File: config.mk
export PLATFORM = sky130hd
export DESIGN_NAME = pipe_hazard_ctrl
export DESIGN_NICKNAME = d
export VERILOG_FILES = /design/src/rtl/pipe_hazard_ctrl_pkg.sv /design/src/rtl/pipe_scoreboard.sv /design/src/rtl/pipe_hazard_ctrl.sv
export SDC_FILE = /design/constraint.sdc
export NUM_CORES = 1
export LEC_CHECK = 0
export CORE_UTILIZATION = 25
export DETAILED_ROUTE_END_ITERATION = 8
export SKIP_LAST_GASP = 1
export SLEW_MARGIN = 20
export SYNTH_ARGS = -nofsm -noshare
export SYNTH_HDL_FRONTEND = slang
export SYNTH_SLANG_ARGS = --single-unit
File: constraint.sdc
create_clock -name clk -period 9.15 [get_ports clk]
set_clock_uncertainty 0.1 [all_clocks]
set_input_delay 2.745 -clock clk [delete_from_list [all_inputs] [get_ports clk]]
set_output_delay 2.745 -clock clk [all_outputs]
set_load 0.05 [all_outputs]
File: src/rtl/pipe_hazard_ctrl_pkg.sv
// Shared definitions for the ID-stage hazard controller: FSM state codes,
// the sequential pcsource code, the hardwired-zero register and a decode helper.
package pipe_hazard_ctrl_pkg;

    localparam logic [1:0] ST_RUN    = 2'd0;
    localparam logic [1:0] ST_STALL  = 2'd1;
    localparam logic [1:0] ST_FLUSH  = 2'd2;

    localparam logic [1:0] PCSRC_SEQ = 2'b00;
    localparam logic [4:0] REG_ZERO  = 5'd0;

    // One-hot decode of a register address into a 32-bit register map.
    function automatic logic [31:0] reg_onehot(input logic [4:0] addr);
        return 32'd1 << addr;
    endfunction

endpackage

File: src/rtl/pipe_scoreboard.sv
// Per-register pending-writer counters for the 5-stage pipe.
// Exposes the registered busy map plus same-cycle views that already account
// for a WB release happening this cycle: pend_map (still >=1 writer after the
// release) and full_map (still at INFLIGHT_MAX writers after the release).
module pipe_scoreboard
    import pipe_hazard_ctrl_pkg::*;
#(
    parameter int INFLIGHT_MAX = 3
) (
    input  logic        clk,
    input  logic        rst,
    input  logic        alloc_en,
    input  logic [4:0]  alloc_wa,
    input  logic        rel_en,
    input  logic [4:0]  rel_wa,
    output logic [31:0] busy_map,
    output logic [31:0] pend_map,
    output logic [31:0] full_map
);

    localparam int CW = $clog2(INFLIGHT_MAX + 1);
    localparam logic [CW-1:0] CNT_MAX = CW'(INFLIGHT_MAX);

    logic [CW-1:0] cnt [32];
    logic [CW-1:0] eff [32];
    logic [31:0]   alloc_vec;
    logic [31:0]   rel_vec;

    // Decode allocate/release requests; register 0 is never allocated.
    always_comb begin
        // NOTE: every always_comb output gets a default first so no path can infer a latch.
        alloc_vec = '0;
        rel_vec   = '0;
        if (alloc_en && (alloc_wa != REG_ZERO)) alloc_vec = reg_onehot(alloc_wa);
        if (rel_en)                             rel_vec   = reg_onehot(rel_wa);
    end

    // Count pending writers: +1 on allocate, -1 on release, unchanged on both, no underflow.
    always_ff @(posedge clk or negedge rst) begin
        if (!rst) begin
            // NOTE: the counter array is reset explicitly because reset discards every in-flight write.
            for (int r = 0; r < 32; r++) cnt[r] <= '0;
        end else begin
            for (int r = 0; r < 32; r++) begin
                // NOTE: sequential state uses non-blocking assignments so all counters update together.
                if (alloc_vec[r] && !rel_vec[r]) begin
                    cnt[r] <= cnt[r] + CW'(1);
                end else if (!alloc_vec[r] && rel_vec[r] && (cnt[r] != '0)) begin
                    cnt[r] <= cnt[r] - CW'(1);
                end
            end
        end
    end

    // Derive registered and release-bypassed occupancy maps.
    always_comb begin
        busy_map = '0;
        pend_map = '0;
        full_map = '0;
        for (int r = 0; r < 32; r++) begin
            eff[r]      = cnt[r] - CW'(rel_vec[r] && (cnt[r] != '0));
            busy_map[r] = (cnt[r] != '0);
            pend_map[r] = (eff[r] != '0);
            full_map[r] = (eff[r] == CNT_MAX);
        end
    end

endmodule

File: src/rtl/pipe_hazard_ctrl.sv
// Interlock/flush sequencer beside the ID stage of the 5-stage pipe.
// Stalls ID on RAW hazards against in-flight writers (with same-cycle WB
// bypass), stalls a writer whose destination is saturated, and squashes
// FLUSH_CYC IF slots after a taken control transfer.
// Optional build macro: PIPE_PERF_CNT_EN adds stall_cnt/flush_cnt counters.
module pipe_hazard_ctrl
    import pipe_hazard_ctrl_pkg::*;
#(
    parameter int INFLIGHT_MAX = 3,
    parameter int FLUSH_CYC    = 1
) (
    input  logic        clk,
    input  logic        rst,
    input  logic        id_valid,
    input  logic [4:0]  id_ra1,
    input  logic [4:0]  id_ra2,
    input  logic        id_use1,
    input  logic        id_use2,
    input  logic [4:0]  id_wa,
    input  logic        id_wrf,
    input  logic [1:0]  id_pcsource,
    input  logic        wb_rel,
    input  logic [4:0]  wb_wa,
    output logic        pc_hold,
    output logic        ex_bubble,
    output logic        if_flush,
    output logic        issue,
    output logic [31:0] busy_map
`ifdef PIPE_PERF_CNT_EN
    ,
    output logic [31:0] stall_cnt,
    output logic [31:0] flush_cnt
`endif
);

    localparam logic [1:0] FCNT_INIT = 2'(FLUSH_CYC - 1);

    logic [1:0]  state;
    logic [1:0]  fcnt;
    logic [31:0] pend_map;
    logic [31:0] full_map;
    logic        in_flush;
    logic        raw1;
    logic        raw2;
    logic        sat;
    logic        haz;
    logic        taken;

    pipe_scoreboard #(
        .INFLIGHT_MAX (INFLIGHT_MAX)
    ) u_scoreboard (
        .clk      (clk),
        .rst      (rst),
        .alloc_en (issue & id_wrf),
        .alloc_wa (id_wa),
        .rel_en   (wb_rel),
        .rel_wa   (wb_wa),
        .busy_map (busy_map),
        .pend_map (pend_map),
        .full_map (full_map)
    );

    // Hazard detection; the slot in ID during FLUSH is being squashed, so it never stalls.
    assign in_flush  = (state == ST_FLUSH);
    assign raw1      = id_use1 & (id_ra1 != REG_ZERO) & pend_map[id_ra1];
    assign raw2      = id_use2 & (id_ra2 != REG_ZERO) & pend_map[id_ra2];
    assign sat       = id_wrf & (id_wa != REG_ZERO) & full_map[id_wa];
    assign haz       = id_valid & ~in_flush & (raw1 | raw2 | sat);
    assign taken     = (id_pcsource != PCSRC_SEQ);

    assign issue     = id_valid & ~haz & ~in_flush;
    assign pc_hold   = haz;
    assign ex_bubble = haz;
    assign if_flush  = in_flush;

    // Sequence RUN/STALL/FLUSH; RUN and STALL share exits because a stall releases by issuing.
    always_ff @(posedge clk or negedge rst) begin
        if (!rst) begin
            state <= ST_RUN;
            fcnt  <= '0;
        end else begin
            case (state)
                ST_RUN, ST_STALL: begin
                    if (haz) begin
                        state <= ST_STALL;
                    end else if (issue && taken) begin
                        state <= ST_FLUSH;
                        fcnt  <= FCNT_INIT;
                    end else begin
                        state <= ST_RUN;
                    end
                end
                ST_FLUSH: begin
                    if (fcnt == 2'd0) state <= ST_RUN;
                    else              fcnt  <= fcnt - 2'd1;
                end
                default: state <= ST_RUN;
            endcase
        end
    end

`ifdef PIPE_PERF_CNT_EN
    // Count stalled and flushed cycles; both wrap naturally at 2^32.
    always_ff @(posedge clk or negedge rst) begin
        if (!rst) begin
            stall_cnt <= '0;
            flush_cnt <= '0;
        end else begin
            if (haz)      stall_cnt <= stall_cnt + 32'd1;
            if (in_flush) flush_cnt <= flush_cnt + 32'd1;
        end
    end
`endif

endmodule

== After elaboration in Yosys (flattened, before gate mapping) ==
Cells that the tools add are included.

* Input bits: 29
* Output and inout port bits: 36
* Flip-flop bits (word level): 68

* Add/sub/neg operators: 97
* Equal/unequal tests: 38
* Bitwise operators: 15
* Multiplexer cells: 80
* Magnitude comparators: 3
* Shift-type cells: 2
* Reductions and logical operators: 299

{| class="wikitable"
|+ Operators with widths
! cell !! count
|-
| nonzero test 2 bit || 98
|-
| two-way mux 2 bit || 70
|-
| logical AND 1 bit || 130
|-
| == test 2 bit (second input constant) || 33
|-
| subtractor 2 x 1 -> 2 bit (second input constant) || 33
|-
| adder 2 x 1 -> 2 bit (second input constant) || 32
|-
| zero test 1 bit || 64
|-
| two-way mux 32 bit || 2
|-
| << shifter 1 x 5 -> 32 bit (first input constant) || 2
|-
| subtractor 2 x 1 -> 2 bit || 32
|-
| < comparator 5 x 6 -> 1 bit (second input constant) || 3
|-
| binary-select mux 1 bit (select 5 bit) || 3
|-
| nonzero test 5 bit || 3
|-
| bitwise AND 1 bit || 11
|-
| case mux 2 bit (2 select lines) || 2
|-
| inequality test 2 bit (second input constant) || 3
|-
| zero test 2 bit || 2
|-
| AND reduction 4 bit || 1
|-
| two-way mux 1 bit || 3
|-
| == test 2 x 1 -> 1 bit (second input constant) || 1
|-
| inequality test 2 x 1 -> 1 bit (second input constant) || 1
|-
| NOT 1 bit || 2
|-
| OR 1 bit || 2
|-
| OR reduction 2 bit || 1
|}

== Longest topological paths before layout ==
* Depth in word-level cells: 22
* Mapped depth: 17
* Mapped depth without buffers: 13

== Modules after synthesis ==
From an unflattened synthesis, not the netlist that was laid out.

* Cells, all modules: 756
* Area total of the unflattened synthesis: 6,516.2 µm²

{| class="wikitable"
|+ By module, submodules not included
! module !! seq. area each (µm²) !! cells each !! area each (µm²) !! times used
|-
| pipe_scoreboard || 1,601.5 || 654 || 5,386.4 || 1
|-
| pipe_hazard_ctrl || 100.1 || 102 || 1,129.8 || 1
|}

== Least setup slack after synthesis ==
OpenSTA, ideal clock, no wires.

* Kind: in2out
* Start: input port wb_wa[3]
* End: output port pc_hold
* Required time: 6.305 ns
* Stages on the path: 12
* Arrival: 6.355 ns
* Buffers on the path: 3
* Slack: -0.050 ns
* Path through: nor3b_1 > clkbuf_1 > and3_1 > ha_1 > or3_1 > o311ai_0 > o41ai_1 > o311ai_0 > buf_2 > a31o_2 > nor2b_1 > buf_4

* Cells in the longest elaborated chain, start to end: 11
* Elaborated cells on any way between the ends: 142
* Classes of those cells: add/sub: 32; eq/ne: 32; shift: 1; mux: 7; bitwise: 6; reduce/logical: 64

{| class="wikitable"
|+ RTL lines
! item !! RTL line !! RTL
|-
| start: declaration || pipe_hazard_ctrl.sv:23 || <nowiki>input logic [4:0] wb_wa,</nowiki>
|-
| << shifter 1 x 5 -> 32 bit * || pipe_hazard_ctrl_pkg.sv:14 || <nowiki>return 32'd1 << addr;</nowiki>
|-
| two-way mux 32 bit * || pipe_scoreboard.sv:35 || <nowiki>if (rel_en) rel_vec = reg_onehot(rel_wa);</nowiki>
|-
| logical AND 1 bit || pipe_scoreboard.sv:61 || <nowiki>eff[r] = cnt[r] - CW'(rel_vec[r] && (cnt[r] != '0));</nowiki>
|-
| subtractor 2 x 1 -> 2 bit || pipe_scoreboard.sv:61 ||
|-
| nonzero test 2 bit || pipe_scoreboard.sv:63 || <nowiki>pend_map[r] = (eff[r] != '0);</nowiki>
|-
| binary-select mux 1 bit (select 5 bit), on equally long branches || pipe_hazard_ctrl.sv:65, pipe_hazard_ctrl.sv:66 ||
|-
| two-way mux 1 bit, on equally long branches || pipe_hazard_ctrl.sv:65, pipe_hazard_ctrl.sv:66 ||
|-
| bitwise AND 1 bit, on equally long branches || pipe_hazard_ctrl.sv:65, pipe_hazard_ctrl.sv:66 ||
|-
| OR 1 bit || pipe_hazard_ctrl.sv:68 || <nowiki>assign haz = id_valid & ~in_flush & (raw1 | raw2 | sat);</nowiki>
|-
| OR 1 bit * || pipe_hazard_ctrl.sv:68 ||
|-
| bitwise AND 1 bit * || pipe_hazard_ctrl.sv:68 ||
|-
| end: declaration || pipe_hazard_ctrl.sv:24 || <nowiki>output logic pc_hold,</nowiki>
|}

Every way passes the cells marked *; elsewhere a longest branch is shown, timed or not. The select of a mux whose other input is x is not followed.

== Worst setup path in the final report ==
* Start: input port wb_wa[4]
* End: output port ex_bubble

* Cells in the longest elaborated chain, start to end: 11
* Elaborated cells on any way between the ends: 142
* Classes of those cells: add/sub: 32; eq/ne: 32; shift: 1; mux: 7; bitwise: 6; reduce/logical: 64

{| class="wikitable"
|+ RTL lines
! item !! RTL line !! RTL
|-
| << shifter 1 x 5 -> 32 bit * || pipe_hazard_ctrl_pkg.sv:14 ||
|-
| two-way mux 32 bit * || pipe_scoreboard.sv:35 ||
|-
| logical AND 1 bit || pipe_scoreboard.sv:61 ||
|-
| subtractor 2 x 1 -> 2 bit || pipe_scoreboard.sv:61 ||
|-
| nonzero test 2 bit || pipe_scoreboard.sv:63 ||
|-
| binary-select mux 1 bit (select 5 bit), on equally long branches || pipe_hazard_ctrl.sv:65, pipe_hazard_ctrl.sv:66 ||
|-
| two-way mux 1 bit, on equally long branches || pipe_hazard_ctrl.sv:65, pipe_hazard_ctrl.sv:66 ||
|-
| bitwise AND 1 bit, on equally long branches || pipe_hazard_ctrl.sv:65, pipe_hazard_ctrl.sv:66 ||
|-
| OR 1 bit || pipe_hazard_ctrl.sv:68 ||
|-
| OR 1 bit * || pipe_hazard_ctrl.sv:68 ||
|-
| bitwise AND 1 bit * || pipe_hazard_ctrl.sv:68 ||
|-
| end: declaration || pipe_hazard_ctrl.sv:25 || <nowiki>output logic ex_bubble,</nowiki>
|}

Marks and branches as above.

==> impl_metrics.json <==
{
  "outcome": "finished, final reports clean",
  "gp_congestion": 0.9238,
  "vias_per_cell": 5.273,
  "routed_wl_mm": 24.65,
  "finalSetupViolations": 0,
  "synth-seq-area-share": 0.2372,
  "fp.coreArea_sq_mm": 0.02801,
  "grt_pass1_vias": 6715,
  "final_common_cell": "nor2_1",
  "tritoncts": "yes",
  "ys.flop_type": "dfrtp_1",
  "clock_path_buffers": 2,
  "postCtsHoldBufs": 0,
  "yosysWarnings": 0,
  "drcViolationCount": 0,
  "syn_to_final_growth_pct": 21.82,
  "cts_resized": 0,
  "p_leak_uw": 0.003471,
  "final_area_sq_mm": 0.008738,
  "worstPathMaxFanout": 14,
  "wl_per_cell_um": 18.28,
  "synth_area_per_cell_sq_um": 8.051,
  "grt_usage": 0.1727,
  "fin_crit_ns": 8.944,
  "diodes": 0,
  "antenna_found_initial": 0,
  "crit_path_start_kind": "input pin",
  "hold_start": "fcnt[0]",
  "placed_area_sq_mm": 0.008429,
  "grt_max_degree": 69,
  "fin_setup_tns_ns": 0,
  "nets": 1027,
  "slew_headroom": 0.3368,
  "cts_setup_buffers": 0,
  "first_pass_iters": 5,
  "final_util": 0.3120,
  "die_h_um": 171.4,
  "grt_overflow": 0,
  "maxSlewViolCount": 0,
  "async_flop_share": 1.000,
  "finalHoldViolations": 0,
  "num_vias": 7108,
  "r2r-start": "u_scoreboard.cnt[59]",
  "final_antenna_net_count": 0,
  "start_util": 0.2561,
  "worst_pin_slew_ns": 0.9947,
  "die_width_um": 171.4,
  "final_cell_mix": "nor2_1 (85), nand2_1 (74), inv_1 (71)",
  "clock-root-buffer": "clkbuf_16",
  "finalCritPeriodShare": 0.9775,
  "hpwl_mm": 18.45,
  "clock_latency_ns": 0.35,
  "fmax_ghz": 0.1118,
  "ir_drop_mv": 0.08837,
  "arrival_ns": 6.10,
  "cap_violations": 0,
  "crit_required_ns": 6.31,
  "ios": 65,
  "grt_setup_unrepaired": "false",
  "initialDrtViolationCount": 695,
  "crit_path_end_kind": "primary output",
  "cts_buffers": 9,
  "synth_edf_count": 0,
  "grt_pass1_wl_mm": 38.31,
  "crit_start": "wb_wa[4]",
  "ys_ff_latch": 68,
  "cts_sinks": 68,
  "syn_nets": 953,
  "rows": 61,
  "powerDensity_mw_per_mm2": 130.1,
  "port_buffers": 64,
  "place_inst": 1332,
  "synth_area_sq_mm": 0.007173,
  "synthCells": 891,
  "final_cell_count_no_fill": 1348,
  "critPathKind": "input pin to primary output",
  "hp-class": "register to register",
  "die-area_sq_mm": 0.02937,
  "clk_pin_slew_ns": 0.05,
  "htreeDepth": 3,
  "ys_types": 69,
  "drive_gt1_frac": 0.1464
}
layer usage:
layer	vias up	wire length (um)	GRT usage
li1	3349	-	-
met1	3443	11220	0.2364
met2	274	10980	0.2683
met3	42	1726	0.03083
met4	0	721	0.06599
met5	-	0	0
state kept, by name, summed over array words and instances (netlist names):
register          flops
fcnt                  2
u_scoreboard.cnt     64
state                 2
cell type report:
cell class / instances / area, sq um
multi-input combinational: 709 / 5011
timing repair buffer: 104 / 988.4
sequential: 68 / 1702
clock inverter: 3 / 20.02
clock buffer: 13 / 270.3
tap: 378 / 473.0
inverter: 73 / 274.0
fill: 2960 / 19270
critical path, stage by stage:
cell and delay [ns]:
clkdlybuf4s50_1 0.57, nand2_1 0.10, nor2_1 0.19, buf_12 0.18
nand2_1 0.13, nor2_1 0.12, ha_1 0.15, nand2b_1 0.13
mux4_2 0.48, o311ai_1 0.26, a211oi_1 0.11, a211o_4 0.33
a31o_2 0.26, nor2b_2 0.20, buf_12 0.15
final timing paths:
check                      cells after the start  slack (ns)                    to
setup / recovery                              15        0.21             ex_bubble
hold / removal                                 1        0.37               fcnt[0]
setup reg to reg                              13        4.70  u_scoreboard.cnt[22]
hold reg to reg                                1        0.37               fcnt[0]
max in group asynchronous                      1        5.85  u_scoreboard.cnt[35]
min in group asynchronous                      1        2.46  u_scoreboard.cnt[16]
synth_stat cells (9+ instances only):
| cell type | instances | share of area |
|---|---|---|
| a22oi_1 | 13 | 0.014 |
| nand2_1 | 74 | 0.039 |
| xnor2_1 | 49 | 0.060 |
| o21ai_0 | 34 | 0.024 |
| nand4_1 | 14 | 0.012 |
| or2_2 | 14 | 0.012 |
| nor2_1 | 86 | 0.045 |
| dfrtp_1 | 68 | 0.24 |
| a211oi_1 | 17 | 0.018 |
| mux2i_1 | 24 | 0.033 |
| nor3_1 | 55 | 0.038 |
| xor2_1 | 9 | 0.011 |
| mux4_2 | 13 | 0.041 |
| inv_1 | 71 | 0.037 |
| nand2b_1 | 34 | 0.030 |
| ha_1 | 33 | 0.058 |
| clkbuf_1 | 20 | 0.010 |
| and3_1 | 33 | 0.029 |
| nor3_2 | 18 | 0.025 |
| nand3_1 | 21 | 0.015 |
| a21oi_1 | 27 | 0.019 |
| nor3b_1 | 15 | 0.016 |
| buf_2 | 14 | 0.0098 |
cell families (layout without fill, tap and decap cells):
group,count (synthesis),after routing,share of synthesized area
compound gates,153,153,0.1469
xor+xnor,58,58,0.07082
fa+ha+maj,33,33,0.05756
buf+inv,114,193,0.06838
flops,68,68,0.2372
mux,38,38,0.07588
simple gates,427,427,0.3433
stage by stage:
step	hold slack, ns	power (uW)	worst slack [ns]
floorplan	0.3501	632.7	0.1590
global placement	0.3661	785.7	0.08840
detailed placement	0.3697	787.0	0.1005
CTS	0.3768	1145	0.06537
global route	0.3937	1193	0.02479
finish	0.3716	1136	0.2063
power breakdown:
group          switching [uW]  total, uW  internal (uW)
Clock                     147        352            206
Combinational             281        432            151
Sequential               27.9        352            325
(Power assumes the default switching activity.)
